==> src/rtl/sram_slot_arbiter.sv <==
// Time-slotted SRAM arbiter: video owns the SRAM while video_slice=1, and each
// video_slice=0 window carries at most one 4-cycle CPU or aux access.
// Optional build macro ARB_ROUND_ROBIN_EN: alternate CPU/aux grants instead of
// CPU priority with the STARVE_LIMIT anti-starvation rule.
module sram_slot_arbiter #(
  parameter int ADDR_W       = 16,
  parameter int DATA_W       = 8,
  parameter int STARVE_LIMIT = 4
) (
  input  logic              clk24,
  input  logic              reset_n,
  input  logic              video_slice,
  input  logic [ADDR_W-1:0] vid_addr,
  input  logic              cpu_req,
  input  logic              cpu_we,
  input  logic [ADDR_W-1:0] cpu_addr,
  input  logic [DATA_W-1:0] cpu_wdata,
  output logic              cpu_ack,
  output logic [DATA_W-1:0] cpu_rdata,
  input  logic              aux_req,
  input  logic              aux_we,
  input  logic [ADDR_W-1:0] aux_addr,
  input  logic [DATA_W-1:0] aux_wdata,
  output logic              aux_ack,
  output logic [DATA_W-1:0] aux_rdata,
  output logic [ADDR_W-1:0] sram_addr,
  output logic [DATA_W-1:0] sram_dq_o,
  output logic              sram_dq_oe,
  input  logic [DATA_W-1:0] sram_dq_i,
  output logic              sram_oe_n,
  output logic              sram_we_n,
  output logic [1:0]        owner
);

  typedef enum logic [2:0] {
    S_IDLE, S_VIDEO, S_ARB, S_SETUP, S_STROBE, S_DONE
  } state_t;

  localparam logic [1:0] OWN_VIDEO = 2'b00;
  localparam logic [1:0] OWN_CPU   = 2'b01;
  localparam logic [1:0] OWN_AUX   = 2'b10;
  localparam logic [1:0] OWN_IDLE  = 2'b11;

  state_t            state, state_d;
  logic              vs_q;
  logic              lat_aux, lat_aux_d;
  logic              lat_we, lat_we_d;
  logic [DATA_W-1:0] lat_wdata, lat_wdata_d;
  logic [ADDR_W-1:0] sram_addr_d;
  logic [DATA_W-1:0] sram_dq_o_d, cpu_rdata_d, aux_rdata_d;
  logic              sram_dq_oe_d, sram_oe_n_d, sram_we_n_d;
  logic              cpu_ack_d, aux_ack_d;
  logic [1:0]        owner_d;
  logic              window_start;
  logic              grant_aux;

`ifdef ARB_ROUND_ROBIN_EN
  logic last_aux, last_aux_d;
  assign grant_aux = aux_req && (!cpu_req || !last_aux);
`else
  localparam logic [3:0] LIMIT = 4'(STARVE_LIMIT);
  logic [3:0] starve_cnt, starve_d;
  assign grant_aux = aux_req && (!cpu_req || starve_cnt == LIMIT);
`endif

  // A window opens only on a 1->0 transition of the registered slice phase.
  assign window_start = vs_q && !video_slice;

  always_comb begin
    // NOTE: every variable gets a default before any branch so no path leaves
    // it unassigned; otherwise synthesis infers a latch.
    state_d      = state;
    lat_aux_d    = lat_aux;
    lat_we_d     = lat_we;
    lat_wdata_d  = lat_wdata;
    sram_addr_d  = sram_addr;
    sram_dq_o_d  = sram_dq_o;
    sram_dq_oe_d = 1'b0;
    sram_oe_n_d  = 1'b1;
    sram_we_n_d  = 1'b1;
    owner_d      = owner;
    cpu_ack_d    = 1'b0;
    aux_ack_d    = 1'b0;
    cpu_rdata_d  = cpu_rdata;
    aux_rdata_d  = aux_rdata;
`ifdef ARB_ROUND_ROBIN_EN
    last_aux_d   = last_aux;
`else
    starve_d     = starve_cnt;
`endif

    if (video_slice) begin
      // Video preempts everything; an unfinished access is simply dropped and
      // re-arbitrated in a later window because the request is still held.
      state_d     = S_VIDEO;
      sram_addr_d = vid_addr;
      sram_oe_n_d = 1'b0;
      owner_d     = OWN_VIDEO;
    end else if (window_start) begin
      if (cpu_req || aux_req) begin
        state_d     = S_ARB;
        lat_aux_d   = grant_aux;
        lat_we_d    = grant_aux ? aux_we    : cpu_we;
        lat_wdata_d = grant_aux ? aux_wdata : cpu_wdata;
        sram_addr_d = grant_aux ? aux_addr  : cpu_addr;
        owner_d     = grant_aux ? OWN_AUX   : OWN_CPU;
      end else begin
        state_d = S_IDLE;
        owner_d = OWN_IDLE;
      end
    end else begin
      unique case (state)
        S_ARB: begin
          state_d = S_SETUP;
          if (lat_we) begin
            sram_dq_oe_d = 1'b1;
            sram_dq_o_d  = lat_wdata;
          end else begin
            sram_oe_n_d = 1'b0;
          end
        end
        S_SETUP: begin
          state_d = S_STROBE;
          if (lat_we) begin
            sram_dq_oe_d = 1'b1;
            sram_we_n_d  = 1'b0;
          end else begin
            sram_oe_n_d = 1'b0;
          end
        end
        S_STROBE: begin
          // Completion edge: read data is captured here and the ack registers.
          state_d   = S_DONE;
          cpu_ack_d = !lat_aux;
          aux_ack_d = lat_aux;
          if (lat_we)       sram_dq_oe_d = 1'b1;
          else if (lat_aux) aux_rdata_d  = sram_dq_i;
          else              cpu_rdata_d  = sram_dq_i;
`ifdef ARB_ROUND_ROBIN_EN
          last_aux_d = lat_aux;
`else
          if (!lat_aux && aux_req)
            starve_d = (starve_cnt == LIMIT) ? starve_cnt : starve_cnt + 4'd1;
          else
            starve_d = '0;
`endif
        end
        default: begin
          state_d = S_IDLE;
          owner_d = OWN_IDLE;
        end
      endcase
    end
  end

  // NOTE: sequential state uses non-blocking assignments so every register
  // samples pre-edge values regardless of statement order.
  always_ff @(posedge clk24 or negedge reset_n) begin
    if (!reset_n) begin
      state      <= S_IDLE;
      vs_q       <= 1'b0;
      lat_aux    <= 1'b0;
      lat_we     <= 1'b0;
      lat_wdata  <= '0;
      sram_addr  <= '0;
      sram_dq_o  <= '0;
      sram_dq_oe <= 1'b0;
      sram_oe_n  <= 1'b1;
      sram_we_n  <= 1'b1;
      owner      <= OWN_IDLE;
      cpu_ack    <= 1'b0;
      aux_ack    <= 1'b0;
      cpu_rdata  <= '0;
      aux_rdata  <= '0;
    end else begin
      state      <= state_d;
      vs_q       <= video_slice;
      lat_aux    <= lat_aux_d;
      lat_we     <= lat_we_d;
      lat_wdata  <= lat_wdata_d;
      sram_addr  <= sram_addr_d;
      sram_dq_o  <= sram_dq_o_d;
      sram_dq_oe <= sram_dq_oe_d;
      sram_oe_n  <= sram_oe_n_d;
      sram_we_n  <= sram_we_n_d;
      owner      <= owner_d;
      cpu_ack    <= cpu_ack_d;
      aux_ack    <= aux_ack_d;
      cpu_rdata  <= cpu_rdata_d;
      aux_rdata  <= aux_rdata_d;
    end
  end

`ifdef ARB_ROUND_ROBIN_EN
  // Reset to "aux served last" so the first contested window goes to the CPU.
  always_ff @(posedge clk24 or negedge reset_n) begin
    if (!reset_n) last_aux <= 1'b1;
    else          last_aux <= last_aux_d;
  end
`else
  always_ff @(posedge clk24 or negedge reset_n) begin
    if (!reset_n) starve_cnt <= '0;
    else          starve_cnt <= starve_d;
  end
`endif

endmodule

==> config.mk <==
export PLATFORM = sky130hd
export DESIGN_NAME = sram_slot_arbiter
export DESIGN_NICKNAME = d
export VERILOG_FILES = /design/src/rtl/sram_slot_arbiter.sv
export SDC_FILE = /design/constraint.sdc
export NUM_CORES = 1
export LEC_CHECK = 0
export ABC_CLOCK_PERIOD_IN_PS = 2000
export CORE_UTILIZATION = 30
export DETAILED_ROUTE_END_ITERATION = 16
export GPL_TIMING_DRIVEN = 0
export PLACE_DENSITY = 0.7
export SLEW_MARGIN = 20
export SYNTH_ARGS = -nofsm -noshare
export SYNTH_HDL_FRONTEND = slang
export SYNTH_SLANG_ARGS = --single-unit
==> constraint.sdc <==
create_clock -name clk24 -period 2 [get_ports clk24]
set_input_delay 0.3 -clock clk24 [delete_from_list [all_inputs] [get_ports clk24]]
set_output_delay 0.3 -clock clk24 [all_outputs]
set_load 0.02 [all_outputs]
==> flow_summary.toml, run 1 <==
[outcome]
status = "completed"

[sta]
setup-violations-final = 0
max_slew_margin_pct = 66.5
max_clock_freq_mhz = 548
rsz0062_at_grt = "false"
tightest_slew_ns = 0.503
whs_ns = 0.398
skew_ns = 0.0120
final_max_slew_viol_count = 0
min_period_ns = 1.83
tns_ns = 0
finalHoldViolCount = 0
finalCritPeriodShare_pct = 91.3

[place]
dp_hpwl_um = 6780
port_buffers = 125
placed_area_um2 = 4600
placed_cells = 548
place.gp.congestion = 0.792

[clock_tree]
clock_latency_ns = 0.34
cts_buffer_depth = 2
cts_made_buffers = 9
clk_pin_slew_ns = 0.08
root_buffer = "clkbuf_8"
h-tree-depth = 3
cts_sinks = 65
cts_setup_buffers = 0
cts_tree = "built"

[worst_setup_path]
crit_type = "register to register"
cpMaxStageDelayCell = "dfrtp_1"
critPathMaxStageDelay_ns = 0.42
crit_chain = "inv_1, ha_1, and3b_1, buf_2, o21ai_2, o221ai_1"
crit_fanout = 10
worstPathArrival_ns = 2.01
start_kind = "register"
endpoint_kind = "register"
cp.required_ns = 2.19

[global_routing]
grt_overflow = 0
grt_pass1_vias = 2921
grt_max_degree = 46
grt_pass1_wl_um = 14600
antenna_found_initial = 0
grt_use_total_pct = 17.0

[floorplan]
num_io_pins = 126
initial_utilization_pct = 30.7
fp-row-count = 37
die_x_um = 105
fp.dieH_um = 105
die_area_um2 = 10900
design.core.area_um2 = 10300

[synthesis]
syn_nets = 367
synth_edf_count = 0
synth_cell_types = 49
ys_warn_count = 0
async_reset_ff_share_pct = 100
syn_area_um2 = 3160
ys.flop_type = "dfrtp_1"
synthCells = 286
synth_seq_cells = 65
synth_seq_area_share_pct = 51.7
syn_area_per_cell_um2 = 11.0

[power_and_ir_drop]
leakage_uw = 0.00198
powerDensity_nw_per_um2 = 720
finalPower_uw = 3470
irDropWorstVdd_v = 0.000441

[drt]
dr.pass1.iters = 4
num_vias = 2862
wl_per_cell_um = 16.0
drtIter0Drc = 137
viasPerCell = 5.07
drcViolationCount = 0
wirelength_um = 9060
postRouteAntennaNets = 0

[layout]
final_layout_size_suffix_gt1_share_pct = 14.7
final_common_cell = "clkdlybuf4s50_1"
finalInstanceArea_um2 = 4820
area_delta_synth_final_pct = 52.8
diodes = 0
final_net_count = 505
layout.cells.non_filler = 565
final_cell_mix = "124 x clkdlybuf4s50_1, 61 x dfrtp_1, 27 x nand3_1, 24 x mux2_2, 19 x nand2b_1"

[min_path]
min_path_type = "input pin to async pin"

[run]
maxCapViolCount = 0
==> where the power goes <==
| group | switching [µW] | internal [µW] | leakage, µW | total, µW |
|---|---|---|---|---|
| clock network | 553 | 597 | 0.0000988 | 1150 |
| logic | 364 | 423 | 0.00106 | 787 |
| registers | 90.1 | 1450 | 0.000818 | 1540 |
==> Yosys cell counts (2+ instances only) <==
cell	number	share of area, %
nand2b_1	19	3.8
mux2_2	24	8.6
o31ai_1	16	3.8
and3_1	2	0.40
dfrtp_1	61	48
clkbuf_1	16	1.9
inv_1	13	1.5
a21oi_1	2	0.32
nand3_1	27	4.3
ha_1	2	0.79
nor2_1	4	0.48
nor2b_1	3	0.59
o211ai_1	16	3.8
a31oi_1	18	3.6
buf_2	6	0.95
o22ai_1	2	0.40
o221ai_1	9	2.5
nand2_1	4	0.48
nand4_1	9	1.8
dfstp_2	4	3.3
==> path summary, 6_finish.rpt <==
kind,end,cells after the start,start,slack [ns]
worst max-delay path,lat_wdata[2],6,starve_cnt[0],0.17
worst min-delay path,sram_addr[4],2,reset_n,0.40
worst max register to register,lat_wdata[2],6,starve_cnt[0],0.17
worst min register to register,aux_rdata[6],1,aux_rdata[6],0.51
max in group asynchronous,owner[1],3,reset_n,1.03
min in group clk24,vs_q,1,video_slice,0.42
==> repair_timing <==
action	CTS	global route
endpoints found under the hold margin	20	0
setup endpoints to repair	9	0
resized for setup	1	0
hold buffers	1	0
==> routing by layer <==
metal / share of wire, % / up-vias / GRT usage, %
met1: 44 / 1382 / 21.2
met5: 0 / - / 0
li1: - / 1370 / -
met3: 6.3 / 5 / 5.30
met2: 49 / 105 / 29.1
met4: 0.65 / 0 / 3.02
==> stage by stage <==
step / setup slack [ns] / utilization, %
floorplan: 0.339 / -
detailed placement: -0.184 / 44.8
finish: 0.174 / 46.9
global route: 0.0492 / 46.9
CTS: 0.177 / 46.9
global placement: -1.60 / 44.5
==> flip-flops by register name, indices dropped and copies added, names as in the netlist, 2 cells and up <==
register / cells
state: 3
sram_dq_o: 8
cpu_rdata: 8
aux_rdata: 8
lat_wdata: 8
owner: 2
starve_cnt: 4
sram_addr: 16
==> cell type report <==
cell class / instances / area (µm²)
multi-input cells: 184 / 1380
clock inverters: 7 / 82.6
plain buffers: 23 / 93.8
clock buffers: 9 / 124
inverters: 14 / 52.6
fillers: 1005 / 5450
repair buffers: 127 / 1290
flip-flops and latches: 65 / 1630
well taps: 136 / 170
==> cells by family after synthesis <==
kind of cell    Yosys count  synth area share [%]
compound gates           74                  17.3
xor+xnor                  1                 0.277
fa+ha+maj                 2                 0.793
buf+inv                  37                  4.64
flops                    65                  51.7
mux                      25                  8.88
simple gates             82                  16.4
==> worst max-delay path, delay by kind of cell (launching register included) <==
family,cells,cell delay (ns)
buffers and inverters,2,0.25
and+or+nand+nor,1,0.19
DFF,1,0.42
adders and majority gates,1,0.21
AOI/OAI and AO/OA,2,0.60
No activity file was read; power rests on OpenSTA's default activity.
==> run 2, diff against run 1 <==
--- a/config.mk
+++ b/config.mk
@@ -6,6 +6,7 @@
 export NUM_CORES = 1
 export LEC_CHECK = 0
 export ABC_CLOCK_PERIOD_IN_PS = 2000
+export CORE_ASPECT_RATIO = 0.7
 export CORE_UTILIZATION = 30
 export DETAILED_ROUTE_END_ITERATION = 16
 export GPL_TIMING_DRIVEN = 0
==> run 2 against run 1 <==
Against the previous run: utilization rose by 2.2 points; via count rose by 2.5%; combinational power grew 0.8%; register-to-register slack better by 0.03 ns; sequential share of layout area is 0.45 points lower; clock power is 25% higher; largest power group unchanged; cell count fell by 1.4%; design area grew 1.3%; worst setup slack got worse by 0.012 ns; first-iteration DRC count is 15% higher; critical path depth stayed put; non-clock buffer count did not move; critical endpoint is now sram_addr[1]; critical path type is now input pin to register.
==> flow_summary.toml, run 2 (synthesis results as in run 1) <==
[worst_setup_path]
critPathMostFrequentCell = "clkbuf_1"
cp_top_family = "buffers and inverters"
worstPathArrival_ns = 2.09
start_kind = "input pin"
crit_type = "input pin to register"
critPathMaxStageDelay_ns = 0.54
endpoint_kind = "register"
cp.required_ns = 2.25
crit_chain = "clkdlybuf4s50_1, nand2b_1, clkbuf_1, clkbuf_1, nand3_1, a31oi_1"
crit_fanout = 10
cpMaxStageDelayCell = "clkdlybuf4s50_1"
path_buf_inv = 3
reg2reg_depth = 6
crit_cells = 6

[drt]
viasPerCell = 5.27
drcViolationCount = 0
wl_per_cell_um = 17.0
drtIter0Drc = 157
wirelength_um = 9470
num_vias = 2934
postRouteAntennaNets = 0
dr.pass1.iters = 4

[place]
dp_hpwl_um = 6970
place.gp.congestion = 0.835
placed_cells = 540
port_buffers = 125
placed_area_um2 = 4590

[layout]
area_delta_synth_final_pct = 54.9
final_common_cell = "clkdlybuf4s50_1"
fillCellCount = 885
largest_reg_flops = 16
final_layout_size_suffix_gt1_share_pct = 14.7
final_net_count = 505
final_cell_mix = "124 x clkdlybuf4s50_1, 61 x dfrtp_1, 27 x nand3_1, 24 x mux2_2, 19 x nand2b_1"
diodes = 0
largest-register = "sram_addr"
finalInstanceArea_um2 = 4890
layout.cells.non_filler = 557

[global_routing]
grt_max_degree = 47
grt_pass1_wl_um = 15400
grt_pass1_vias = 3075
grt_overflow = 0
antenna_found_initial = 0
grt_use_total_pct = 18.2

[clock_tree]
cts_made_buffers = 9
h-tree-depth = 3
clk_pin_slew_ns = 0.06
cts_buffer_depth = 2
cts_tree = "built"
root_buffer = "clkbuf_16"
cts_setup_buffers = 0
clock_latency_ns = 0.33
cts_sinks = 65

[outcome]
status = "completed"

[power_and_ir_drop]
powerDensity_nw_per_um2 = 774
leakage_uw = 0.00201
irDropWorstVdd_v = 0.000436

[sta]
rsz0062_at_grt = "false"
setup-violations-final = 0
skew_ns = 0.00857
finalHoldViolCount = 0
min_period_ns = 1.84
final_max_slew_viol_count = 0
max_clock_freq_mhz = 544
tightest_slew_ns = 0.552
finalCritPeriodShare_pct = 91.9
max_slew_margin_pct = 63.2

[floorplan]
fp.dieH_um = 87.8
num_io_pins = 126
die_area_um2 = 10900
initial_utilization_pct = 31.7
die_x_um = 125
design.core.area_um2 = 9950
fp-row-count = 30

[min_path]
min_path_type = "input pin to async pin"

[run]
maxCapViolCount = 0
## run 2: layout make-up
| class | count | area (µm²) | area share (%) |
|---|---|---|---|
| inverters | 14 | 52.6 | 1.07 |
| flip-flops and latches | 65 | 1630 | 33.4 |
| repair buffers | 127 | 1290 | 26.3 |
| clock buffers | 10 | 239 | 4.89 |
| clock inverters | 6 | 42.5 | 0.870 |
| well taps | 128 | 160 | 3.28 |
| plain buffers | 23 | 93.8 | 1.92 |
| multi-input cells | 184 | 1380 | 28.3 |
## run 2: timing repair
item                       4_1_cts  5_1_grt
hold endpoints to repair        19        0
hold buffers                     1        0
setup endpoints to repair        8        0
gates resized for setup          1        0
## run 2: metal layers
| metal | wire (µm) | up-vias | share of wire [%] | GRT usage, % |
|---|---|---|---|---|
| li1 | - | 1364 | - | - |
| met1 | 4340 | 1418 | 46 | 24.2 |
| met2 | 4280 | 142 | 45 | 28.1 |
| met3 | 777 | 10 | 8.2 | 6.11 |
| met4 | 68 | 0 | 0.72 | 6.13 |
| met5 | 0 | - | 0 | 0 |
## run 2: path summary, 6_finish.rpt
kind | from | slack [ns] | to
worst min-delay path | reset_n | 0.41 | sram_addr[5]
worst max register to register | starve_cnt[0] | 0.20 | lat_wdata[6]
min in group clk24 | video_slice | 0.44 | vs_q
worst min register to register | lat_wdata[4] | 0.50 | sram_dq_o[4]
worst max-delay path | cpu_req | 0.16 | sram_addr[1]
max in group asynchronous | reset_n | 1.02 | sram_we_n
## run 2: worst register-to-register path: cells and delay by family, from the launching register on
family | cells | cell delay [ns]
AO/OA/AOI/OAI | 2 | 0.58
flip-flops | 1 | 0.41
adder cells (fa/ha/maj) | 1 | 0.21
buffers and inverters | 2 | 0.25
AND/OR/NAND/NOR | 1 | 0.19
## run 2: report_power, final
group	switching [µW]	leakage, µW	internal, µW
clock network	572	0.000135	872
registers	92.8	0.000818	1450
logic	370	0.00106	423
total	1040	0.00201	2750
## run 2: per-stage QoR
step           setup slack (ns)  power [µW]  utilization (%)  setup TNS, ns  hold slack [ns]
5_1_grt                  0.0103        3970             49.1              0            0.434
4_1_cts                   0.195        3830             49.1              0            0.416
6_report                  0.162        3780             49.1              0            0.409
3_3_place_gp              -1.57        2340             45.9        -101.21            0.486
3_5_place_dp             -0.156        2350             46.2          -3.66            0.207
2_1_floorplan             0.339        1900                -              0          0.00441
